<file path="src/rtl/gain_ctrl_48bit.sv">
// Automatic gain control: finds the leading one of each frame peak and picks a right-shift for a 16-bit window.
// Latency: busy for 13 cycles after ms_in (12 nibble-scan + 1 decide); a new shift is applied on the next ms_in.
// No backpressure: ms_in arriving while busy raises overrun, drops that peak, and still loads the pending shift.
module gain_ctrl_48bit #(
   parameter int HEADROOM     = 1,
   parameter int MAX_SHIFT    = 32,
   parameter int INIT_SHIFT   = 0,
   parameter int DECAY_FRAMES = 4
) (
   input  logic        clk,
   input  logic        rst,
   input  logic        ms_in,
   input  logic [47:0] max_in,
   input  logic        man_en,
   input  logic [15:0] man_coeff,
   output logic [15:0] scaled_coeff,
   output logic        coeff_valid,
   output logic [5:0]  max_msb,
   output logic        busy,
   output logic        overrun
);

   localparam int              CW      = $clog2(DECAY_FRAMES + 1);
   localparam logic [5:0]      TGT_POS = 6'(15 - HEADROOM);
   localparam logic [5:0]      MAX_S   = 6'(MAX_SHIFT);
   localparam logic [5:0]      INIT_S  = 6'(INIT_SHIFT);
   localparam logic [CW-1:0]   DECAY_N = CW'(DECAY_FRAMES);

   typedef enum logic [1:0] {IDLE, SCAN, DECIDE} state_t;

   state_t         state_q, state_d;
   logic [47:0]    peak_q, peak_d;
   logic [3:0]     nib_q, nib_d;
   logic           found_q, found_d;
   logic [5:0]     msb_q, msb_d;
   logic [5:0]     max_msb_q, max_msb_d;
   logic           zero_q, zero_d;
   logic [5:0]     pend_q, pend_d;
   logic [CW-1:0]  dcnt_q, dcnt_d;
   logic [5:0]     scaled_q, scaled_d;
   logic           cv_q, cv_d;
   logic           busy_q, busy_d;
   logic           ovr_q, ovr_d;

   logic [3:0]     grp;
   logic [1:0]     pos;
   logic [5:0]     diff;
   logic [5:0]     target;
   logic [5:0]     man_sh;
   logic [CW-1:0]  dcnt_inc;
   logic           unused_man_hi;

   assign unused_man_hi = ^man_coeff[15:6];

   // Per-cycle helpers: current nibble, its top set bit, the candidate shift and the clamped manual shift.
   always_comb begin
      grp      = peak_q[{nib_q, 2'b00} +: 4];
      pos      = grp[3] ? 2'd3 : grp[2] ? 2'd2 : grp[1] ? 2'd1 : 2'd0;
      diff     = max_msb_q - TGT_POS;
      target   = 6'd0;
      if (!zero_q && (max_msb_q > TGT_POS)) begin
         target = (diff > MAX_S) ? MAX_S : diff;
      end
      man_sh   = (man_coeff[5:0] > MAX_S) ? MAX_S : man_coeff[5:0];
      dcnt_inc = dcnt_q + CW'(1);
   end

   // Next-state logic: frame-marker handling, nibble scan and the attack/decay decision.
   always_comb begin
      state_d   = state_q;
      peak_d    = peak_q;
      nib_d     = nib_q;
      found_d   = found_q;
      msb_d     = msb_q;
      max_msb_d = max_msb_q;
      zero_d    = zero_q;
      pend_d    = pend_q;
      dcnt_d    = dcnt_q;
      scaled_d  = scaled_q;
      cv_d      = 1'b0;
      ovr_d     = 1'b0;

      // Every frame marker applies the pending shift, whether or not a scan is running.
      if (ms_in) begin
         scaled_d = pend_q;
         cv_d     = (pend_q != scaled_q);
         ovr_d    = (state_q != IDLE);
      end

      case (state_q)
         IDLE: begin
            if (ms_in) begin
               peak_d  = max_in;
               nib_d   = 4'd11;
               found_d = 1'b0;
               msb_d   = 6'd0;
               state_d = SCAN;
            end
         end
         SCAN: begin
            // Only the first non-zero nibble counts; later ones just burn cycles for fixed latency.
            if (!found_q && (grp != 4'd0)) begin
               found_d = 1'b1;
               msb_d   = {nib_q, pos};
            end
            if (nib_q == 4'd0) begin
               max_msb_d = found_d ? msb_d : 6'd0;
               zero_d    = !found_d;
               state_d   = DECIDE;
            end else begin
               nib_d = nib_q - 4'd1;
            end
         end
         DECIDE: begin
            if (man_en) begin
               pend_d = man_sh;
               dcnt_d = '0;
            end else if (target > pend_q) begin
               pend_d = target;
               dcnt_d = '0;
            end else if (target == pend_q) begin
               dcnt_d = '0;
            end else if (dcnt_inc == DECAY_N) begin
               pend_d = pend_q - 6'd1;
               dcnt_d = '0;
            end else begin
               dcnt_d = dcnt_inc;
            end
            state_d = IDLE;
         end
         default: state_d = IDLE;
      endcase

      busy_d = (state_d != IDLE);
   end

   // State and registered outputs; reset abandons any scan in flight.
   always_ff @(posedge clk or negedge rst) begin
      if (!rst) begin
         state_q   <= IDLE;
         peak_q    <= '0;
         nib_q     <= '0;
         found_q   <= 1'b0;
         msb_q     <= '0;
         max_msb_q <= '0;
         zero_q    <= 1'b0;
         pend_q    <= INIT_S;
         dcnt_q    <= '0;
         scaled_q  <= INIT_S;
         cv_q      <= 1'b0;
         busy_q    <= 1'b0;
         ovr_q     <= 1'b0;
      end else begin
         state_q   <= state_d;
         peak_q    <= peak_d;
         nib_q     <= nib_d;
         found_q   <= found_d;
         msb_q     <= msb_d;
         max_msb_q <= max_msb_d;
         zero_q    <= zero_d;
         pend_q    <= pend_d;
         dcnt_q    <= dcnt_d;
         scaled_q  <= scaled_d;
         cv_q      <= cv_d;
         busy_q    <= busy_d;
         ovr_q     <= ovr_d;
      end
   end

   assign scaled_coeff = {10'd0, scaled_q};
   assign coeff_valid  = cv_q;
   assign max_msb      = max_msb_q;
   assign busy         = busy_q;
   assign overrun      = ovr_q;

endmodule

</file>
<file path="config.mk">
export PLATFORM = sky130hd
export DESIGN_NAME = gain_ctrl_48bit
export DESIGN_NICKNAME = d
export VERILOG_FILES = /design/src/rtl/gain_ctrl_48bit.sv
export SDC_FILE = /design/constraint.sdc
export NUM_CORES = 1
export LEC_CHECK = 0
export BUFFER_PORTS_ARGS = -buffer_cell sky130_fd_sc_hd__buf_2
export CAP_MARGIN = 5
export CORE_ASPECT_RATIO = 1.2
export CORE_MARGIN = 1.5
export CORE_UTILIZATION = 55
export CTS_BUF_LIST = sky130_fd_sc_hd__clkbuf_4 sky130_fd_sc_hd__clkbuf_8 sky130_fd_sc_hd__clkbuf_16
export DETAILED_ROUTE_END_ITERATION = 8
export PLACE_DENSITY = 0.8
export SYNTH_ARGS = -nofsm -noshare
export SYNTH_HDL_FRONTEND = slang
export SYNTH_SLANG_ARGS = --single-unit
</file>
<file path="constraint.sdc">
create_clock -name clk -period 5.3 [get_ports clk]
set_clock_uncertainty 0.15 [all_clocks]
set_input_delay 0.53 -clock clk [delete_from_list [all_inputs] [get_ports clk]]
set_output_delay 0.53 -clock clk [all_outputs]
set_load 0.01 [all_outputs]
</file>
==> impl_metrics.ini, run 1 <==
[power]
p_per_area_nw_per_um2 = 602
ir_drop_uv = 271
fin_total_pwr_mw = 3.05
cellLeakagePower_nw = 2.61

[final_layout]
utilization_pct = 62.9
area_delta_synth_final_pct = 11.4
final_area_um2 = 5070
fill_cells = 666
drive_above_1_share_pct = 21.1
nets = 616
fin_cells = 636
antenna_cells = 0

[grt]
met2_usage_pct = 38.6
antenna_found_initial = 0
grtUsageMet3_pct = 4.40
grt_first_pass_wirelength_um = 15400
grt_max_degree = 87
grt_pass1_vias = 3393
grtUsageTotal_pct = 22.6
grt_overflow = 0
use_met1_pct = 27.5
top_usage_layer = met2

[logic_synthesis]
synth-edff-count = 0
synth_area_leaders = dfrtp_1, nand2_1, mux4_1
yosys_most_used_dff = dfrtp_1
ys_seq_area_share_pct = 47.3
ys_ff_latch = 86
yosysWarningCount = 0
yosys.area.top_type = dfrtp_1
syn-cell-area_um2 = 4550
synth.distinct_cells = 60
synth.top_cell.area_share_pct = 47.3
syn_inst = 472
postSynth.asyncResetShare_pct = 100
avgSynthCellArea_um2 = 9.64

[route]
vias = 3487
postRouteAntennaNets = 0
drcViolationCount = 0
wl_per_cell_um = 14.3
initialDrtViolationCount = 178
avgViaCountPerCell = 5.48
wl_um = 9090
first_pass_iters = 4

[clock_network]
postCtsSetupRepairBufs = 0
clk_latency_ns = 0.36
hold_buffers = 0
cts_root_buf = clkbuf_8
numCtsBuffers = 9
tritoncts = done
htree_levels = 3
clk_pin_slew_ns = 0.09
cts_resized = 0
numClockSinks = 86
cts_buffer_depth = 2

[die]
num_rows = 36
die_w_um = 86.0
start_util_pct = 56.5
coreArea_um2 = 8060
io_pins = 93
die_area_um2 = 8830
die_h_um = 103

[setup_path]
critPathMaxStageDelay_ns = 0.51
worstPathCellList = ha_1, a21oi_1, xnor2_1, nor4b_1, ha_1, nand3_1, a21oi_1, o21a_1, o41ai_4, mux2_2
crit_path_end_kind = register
crit_fanout = 9
cp.required_ns = 5.40
cp-start-kind = register
worstSetupPathType = register to register
arrival_ns = 3.57
cp_slowest_cell = o41ai_4

[sta]
min_period_ns = 3.48
fin_crit_sh_pct = 65.6
worst_slack_ns = 1.82
slew-limit-headroom_pct = 28.4
fmax_ghz = 0.288
setup_viol = 0
worst_pin_slew_ns = 1.07
fin_setup_tns_ns = 0
drv_slew = 0
hold_slack_ns = 0.199
final_hold_viol_count = 0
grt_setup_unrepaired = false

[place]
dp_slack_ns = 1.86
dp.cells = 620
globalplace.congestion = 0.914
port_buffers = 72
dp_hpwl_um = 6480
placed_area_um2 = 4880

[job]
cap_violations = 0

[status]
status = finished, final reports clean

[min_path]
worstHoldPathType = primary input to asynchronous set/reset pin
-- cell usage in the layout, fill, tap and decap left out, drive strengths merged, types with 3 or more instances in the layout --
master / n
nand2: 170
ha: 12
xor2: 4
and3b: 3
nor2b: 3
dfrtp: 86
clkbuf: 12
buf: 73
mux2: 10
nand3: 5
nor3: 12
o21ai: 12
a22o: 5
mux2i: 4
xnor2: 10
a31oi: 3
nand2b: 3
and2: 3
and3: 5
a21oi: 13
inv: 16
conb: 10
mux4: 12
nor2: 15
o31ai: 4
clkinv: 3
-- critical path: cells and delay by family, from the launching register on --
kind | cells | cell delay (ns)
and+or+nand+nor | 2 | 0.55
adders and majority gates | 2 | 0.61
xor gates and xnor gates | 1 | 0.21
muxes | 1 | 0.40
AOI/OAI and AO/OA | 4 | 0.99
DFF | 1 | 0.44
-- registers in the layout, summed over array words and instances (netlist names) --
signal and cells:
pend_q 6, nib_q 4, state_q 2, coeff_valid 1
zero_q 1, dcnt_q 3, msb_q 6, busy 1
overrun 1, peak_q 48, max_msb 6, found_q 1
scaled_q 6
-- logic make-up after synthesis --
group	Yosys count	share of synthesized area, %
AND/OR/NAND/NOR	230	21.7
flip-flops	86	47.3
AO/OA/AOI/OAI	57	9.26
buffers and inverters	46	5.88
multiplexers	26	9.79
XOR/XNOR	14	2.69
adder cells (fa/ha/maj)	12	3.30
other	1	0.0824
-- layer usage --
layer / up-vias / share of wire [%]
met3: 18 / 4.3
met4: 0 / 2.4
li1: 1709 / -
met5: - / 0
met2: 96 / 51
met1: 1664 / 42
-- cell usage after synthesis (all sizes together) (5+ instances only) --
| cell type | number |
|---|---|
| nand2 | 170 |
| dfrtp | 86 |
| inv | 16 |
| buf | 15 |
| nor2 | 15 |
| clkbuf | 14 |
| a21oi | 13 |
| ha | 12 |
| mux4 | 12 |
| nor3 | 12 |
| o21ai | 12 |
| mux2 | 10 |
| xnor2 | 10 |
| a22o | 5 |
| and3 | 5 |
| nand3 | 5 |
-- area by class of cell --
cell class                 instances  area, µm²  area share [%]
clock inverter                     4       47.5           0.938
sequential                        86       2150            42.4
timing repair buffer              73        370            7.30
tap                               95        119            2.34
inverter                          17       68.8            1.36
multi-input combinational        349       2170            42.7
clock buffer                      12        146            2.89
-- path summary, 6_finish.rpt --
check | depth (start not counted) | slack [ns] | to | start
min reg2reg | 2 | 0.32 | peak_q[5] | peak_q[5]
max in group asynchronous | 1 | 4.11 | peak_q[15] | rst
min | 1 | 0.20 | pend_q[4] | rst
max reg2reg | 10 | 1.82 | pend_q[5] | max_msb[1]
max | 10 | 1.82 | pend_q[5] | max_msb[1]
min in group clk | 3 | 0.20 | peak_q[14] | max_in[14]
-- power by group --
| part | total [mW] | internal [mW] | switching (mW) |
|---|---|---|---|
| Clock | 0.458 | 0.232 | 0.226 |
| Combinational | 1.39 | 0.649 | 0.740 |
| Sequential | 1.21 | 0.939 | 0.268 |
| Total | 3.05 | 1.82 | 1.23 |
Power figures use the tool's default switching activity.
==> run 2, diff against run 1 <==
--- a/config.mk
+++ b/config.mk
@@ -9,10 +9,10 @@
 export CAP_MARGIN = 5
 export CORE_ASPECT_RATIO = 1.2
 export CORE_MARGIN = 1.5
-export CORE_UTILIZATION = 55
+export CORE_UTILIZATION = 50
 export CTS_BUF_LIST = sky130_fd_sc_hd__clkbuf_4 sky130_fd_sc_hd__clkbuf_8 sky130_fd_sc_hd__clkbuf_16
 export DETAILED_ROUTE_END_ITERATION = 8
-export PLACE_DENSITY = 0.8
+export PLACE_DENSITY = 0.77
 export SYNTH_ARGS = -nofsm -noshare
 export SYNTH_HDL_FRONTEND = slang
 export SYNTH_SLANG_ARGS = --single-unit
==> constraint.sdc (replaced) <==
create_clock -name clk -period 3.1 [get_ports clk]
set_clock_uncertainty 0.15 [all_clocks]
set_input_delay 0.31 -clock clk [delete_from_list [all_inputs] [get_ports clk]]
set_output_delay 0.31 -clock clk [all_outputs]
set_load 0.01 [all_outputs]
==> run 2 against run 1 <==
  * The flow now finishes with violations (hold timing, setup timing)
  * Global-route usage fell by 0.48 points
  * Routed wire length is 13% higher
  * Combinational power up 130%
  * Cell area rose by 16%
  * Power is 99% higher
  * Worst hold slack got worse by 0.22 ns
==> impl_metrics.ini, run 2 (synthesis gave the netlist of run 1 again) <==
[status]
status = finished with violations
violations = hold timing, setup timing

[final_layout]
drive_above_1_share_pct = 28.2
top_register = peak_q
nets = 676
fill_cells = 714
area_delta_synth_final_pct = 28.8
antenna_cells = 0
largest_register_ffs = 48
final_common_cell = nand2_1
final_cell_mix = nand2_1, dfrtp_1, buf_2

[route]
avgViaCountPerCell = 5.23
initialDrtViolationCount = 215
first_pass_iters = 7
wl_per_cell_um = 14.4
postRouteAntennaNets = 0
vias = 3751
drcViolationCount = 0
wl_um = 10300

[die]
die_h_um = 108
num_rows = 37
die_w_um = 90.1
start_util_pct = 52.3
die_area_um2 = 9690
coreArea_um2 = 8700
io_pins = 93

[clock_network]
numClockSinks = 86
tritoncts = done
cts_root_buf = clkbuf_8
htree_levels = 3
clk_pin_slew_ns = 0.08
cts_buffer_depth = 2
numCtsBuffers = 9
clk_latency_ns = 0.36

[sta]
worst_slack_ns = -0.154
min_period_ns = 3.25
fmax_ghz = 0.307
slew-limit-headroom_pct = 30.2
setup_viol = 5
hold_slack_ns = -0.0184
fin_crit_sh_pct = 105
worst_pin_slew_ns = 1.05
final_hold_viol_count = 14
drv_slew = 0
grt_setup_unrepaired = true

[min_path]
worstHoldPathType = primary input to asynchronous set/reset pin

[setup_path]
r2r_slack_ns = -0.15
critPathMaxStageDelay_ns = 0.48
worstPathCellList = ha_4, buf_4, xnor2_2, a31oi_2, nor4_2, buf_4, ha_4, nand2b_4, a21oi_2, a2111o_1, buf_6, a21oi_2, o32ai_2, mux2_2
worstSetupPathType = register to register
arrival_ns = 3.35
crit_path_end_kind = register
cp_slowest_cell = a2111o_1
cp-start-kind = register
cp.required_ns = 3.20
r2r-start = max_msb[1]
crit_start = max_msb[1]
crit_fanout = 8

[power]
clock_power_share_pct = 13.5
cellLeakagePower_nw = 2.93
p_switching_mw = 2.40
combPwrFrac_pct = 53.0
intPower_mw = 3.67
swShare_pct = 39.6
seqPwrFrac_pct = 33.5
ir_drop_uv = 472
p_per_area_nw_per_um2 = 1040

[grt]
grt_max_degree = 87
grtUsageTotal_pct = 22.1
grt_pass1_vias = 3746
grt_overflow = 0
grt_first_pass_wirelength_um = 16900
antenna_found_initial = 0

[place]
port_buffers = 72
dp_slack_ns = -0.0472
dp_hpwl_um = 6820
globalplace.congestion = 0.851

[job]
cap_violations = 0
[run 2: cell types whose count changed in the layout (fill, tap and decap cells not counted), sizes merged]
cell / previous run / this run
clkinv: 3 / 2
dlygate4sd3: 0 / 34
buf: 73 / 99
[run 2: what timing repair did]
| item | CTS | global route |
|---|---|---|
| hold buffers | 33 | 1 |
| pin swaps | 1 | 11 |
| setup endpoints to repair | 5 | 7 |
| buffers inserted | 0 | 9 |
| endpoints found under the hold margin | 33 | 1 |
| gates resized for setup | 3 | 35 |
[run 2: path summary, 6_finish.rpt]
check / cells past startpoint / to
max: 14 / pend_q[3]
min: 1 / scaled_q[4]
max reg2reg: 14 / pend_q[3]
max in group asynchronous: 1 / nib_q[1]
min reg2reg: 2 / peak_q[12]
min in group clk: 3 / peak_q[17]
[run 2: routing by layer]
layer,vias up,wire length (µm),track usage [%]
li1,1816,-,-
met1,1817,4040,24.8
met2,105,5640,42.0
met3,13,411,4.38
met4,0,212,6.80
met5,-,0,0
[run 2: area by class of cell]
cell class                      instances  area, µm²  share of cell area, %
Clock buffer                           12        165                   2.82
Clock inverter                          3       42.5                  0.726
Inverter                               17       68.8                   1.17
Multi-Input combinational cell        349       2360                   40.3
Sequential cell                        86       2150                   36.7
Tap cell                              117        146                   2.50
Timing Repair Buffer                  133        926                   15.8
[run 2: power by group through the flow]
stage	clock, mW	combinational, mW	sequential (mW)
2_1_floorplan	0	1.99	1.92
3_3_place_gp	0	2.58	2.00
3_5_place_dp	0	2.67	2.03
4_1_cts	0.831	2.75	2.01
5_1_grt	0.885	3.57	2.10
6_report	0.819	3.22	2.03
[run 2: critical path: cells and delay by family (launching register included)]
kind	cells	cell delay (ns)
muxes	1	0.27
adders and majority gates	2	0.38
xor gates and xnor gates	1	0.20
buffers and inverters	3	0.48
and+or+nand+nor	2	0.37
DFF	1	0.42
AOI/OAI and AO/OA	5	0.87
[run 2: stage by stage]
stage               instances  utilization (%)   TNS, ns  instance area, µm²  total power [mW]
detailed placement        659             58.0    -0.143                5040              4.69
floorplan                 481                -         0                4590              3.91
global route              717             67.3     -1.19                5860              6.56
global placement          659             58.0  -0.00961                5040              4.58
CTS                       707             64.3  -0.00361                5590              5.59
finish                    717             67.3    -0.573                5860              6.07
==> run 3, diff against run 2 <==
--- a/config.mk
+++ b/config.mk
@@ -13,6 +13,7 @@
 export CTS_BUF_LIST = sky130_fd_sc_hd__clkbuf_4 sky130_fd_sc_hd__clkbuf_8 sky130_fd_sc_hd__clkbuf_16
 export DETAILED_ROUTE_END_ITERATION = 8
 export PLACE_DENSITY = 0.77
+export SETUP_SLACK_MARGIN = 0.4
 export SYNTH_ARGS = -nofsm -noshare
 export SYNTH_HDL_FRONTEND = slang
 export SYNTH_SLANG_ARGS = --single-unit
==> run 3 against run 2 <==
  * The flow finishes with violations (hold timing)
  * Sequential share of layout area about the same
  * Cell area stayed put
  * Worst setup slack improved by 0.16 ns
  * Flip-flop and latch count unchanged
  * Critical endpoint unchanged
  * Clock-buffer cell count fell by 1
  * Clock power up 8.2%
  * Register-to-register slack gained 0.16 ns
==> impl_metrics.ini, run 3 (synthesis gave the netlist of run 1 again) <==
[die]
die_h_um = 108
die_w_um = 90.1
start_util_pct = 52.3
num_rows = 37
die_area_um2 = 9690
io_pins = 93
coreArea_um2 = 8700

[route]
first_pass_iters = 5
postRouteAntennaNets = 0
avgViaCountPerCell = 5.28
vias = 3767
drcViolationCount = 0
initialDrtViolationCount = 148
wl_um = 10600
wl_per_cell_um = 14.8

[grt]
antenna_found_initial = 0
grt_first_pass_wirelength_um = 17800
grt_max_degree = 87
grt_overflow = 0
grt_pass1_vias = 3936
grtUsageTotal_pct = 23.2

[sta]
grt_setup_unrepaired = true
setup_viol = 0
hold_slack_ns = -0.0361
slew-limit-headroom_pct = 28.5
final_hold_viol_count = 11
drv_slew = 0
min_period_ns = 3.09
worst_pin_slew_ns = 1.07
fin_crit_sh_pct = 99.8
fmax_ghz = 0.323

[clock_network]
cts_root_buf = clkbuf_8
numCtsBuffers = 9
clk_pin_slew_ns = 0.09
clk_latency_ns = 0.36
numClockSinks = 86
htree_levels = 3
cts_buffer_depth = 2
tritoncts = done

[job]
cap_violations = 0

[setup_path]
arrival_ns = 3.20
worstSetupPathType = register to register
cp.required_ns = 3.20
crit_path_end_kind = register
crit_fanout = 6
cp-start-kind = register

[power]
cellLeakagePower_nw = 2.90
p_per_area_nw_per_um2 = 1050
ir_drop_uv = 528

[final_layout]
final_area_um2 = 5860
antenna_cells = 0
drive_above_1_share_pct = 26.3
top_register = peak_q
largest_register_ffs = 48
final_cell_mix = nand2_1, dfrtp_1, buf_2
nets = 672
area_delta_synth_final_pct = 28.8
final_common_cell = nand2_1

[status]
violations = hold timing
status = finished with violations

[place]
placed_area_um2 = 4990
port_buffers = 72
dp_hpwl_um = 6890
globalplace.congestion = 0.894

[min_path]
worstHoldPathType = primary input to asynchronous set/reset pin
-- run 3: report_power, final --
group / total, mW / switching, mW / internal, mW
Clock: 0.886 / 0.400 / 0.486
Sequential: 2.03 / 0.426 / 1.61
Combinational: 3.25 / 1.63 / 1.62
Total: 6.17 / 2.46 / 3.71
-- run 3: worst paths after layout --
kind / from / endpoint / slack (ns) / depth (start not counted)
setup / recovery: max_msb[1] / pend_q[3] / 0.005 / 14
hold / removal: rst / scaled_q[4] / -0.04 / 1
setup reg to reg: max_msb[1] / pend_q[3] / 0.005 / 14
hold reg to reg: peak_q[2] / peak_q[2] / 0.33 / 2
max in group asynchronous: rst / max_msb[4] / 2.05 / 1
min in group clk: max_in[24] / peak_q[24] / 0.01 / 3
-- run 3: layer usage --
layer	vias up	track usage, %	part of all wire, %
met5	-	0	0
met4	0	9.18	2.1
met3	22	4.59	4.0
met2	111	42.0	53
met1	1817	27.0	41
li1	1817	-	-
-- run 3: stage by stage --
| stage | instances | worst slack [ns] | TNS, ns | util [%] | total power, mW |
|---|---|---|---|---|---|
| 3_5_place_dp | 651 | 0.0256 | 0 | 57.3 | 4.64 |
| 3_3_place_gp | 651 | 0.102 | 0 | 57.3 | 4.51 |
| 2_1_floorplan | 481 | 0.0852 | 0 | - | 3.95 |
| 6_report | 714 | 0.00516 | 0 | 67.3 | 6.17 |
| 5_1_grt | 714 | -0.0385 | -0.116 | 67.3 | 6.63 |
| 4_1_cts | 712 | 0.0639 | 0 | 66.6 | 6.00 |
-- run 3: layout make-up --
type                       instances  area [µm²]
fill                             699        2840
tap                              117         146
timing repair buffer             129         902
sequential                        86        2150
inverter                          17        68.8
clock inverter                     5        82.6
multi-input combinational        349        2360
clock buffer                      11         145
-- run 3: timing repair --
item	in CTS	in global routing
setup endpoints to repair	9	9
resized for setup	29	7
hold buffers	37	0
pin swaps	12	10
buffers inserted	8	2
cloned	0	0
endpoints found under the hold margin	37	0
-- run 3: worst max-delay path, cell delays in order (launching register included) --
cell      delay, ns
dfrtp_1        0.41
buf_4          0.15
and3_4         0.20
a211oi_4       0.29
buf_4          0.19
nor4_1         0.05
buf_4          0.16
ha_4           0.23
nand2b_4       0.08
a21oi_4        0.06
a2111o_1       0.41
buf_6          0.18
a21oi_2        0.10
o32ai_1        0.08
mux2_2         0.26
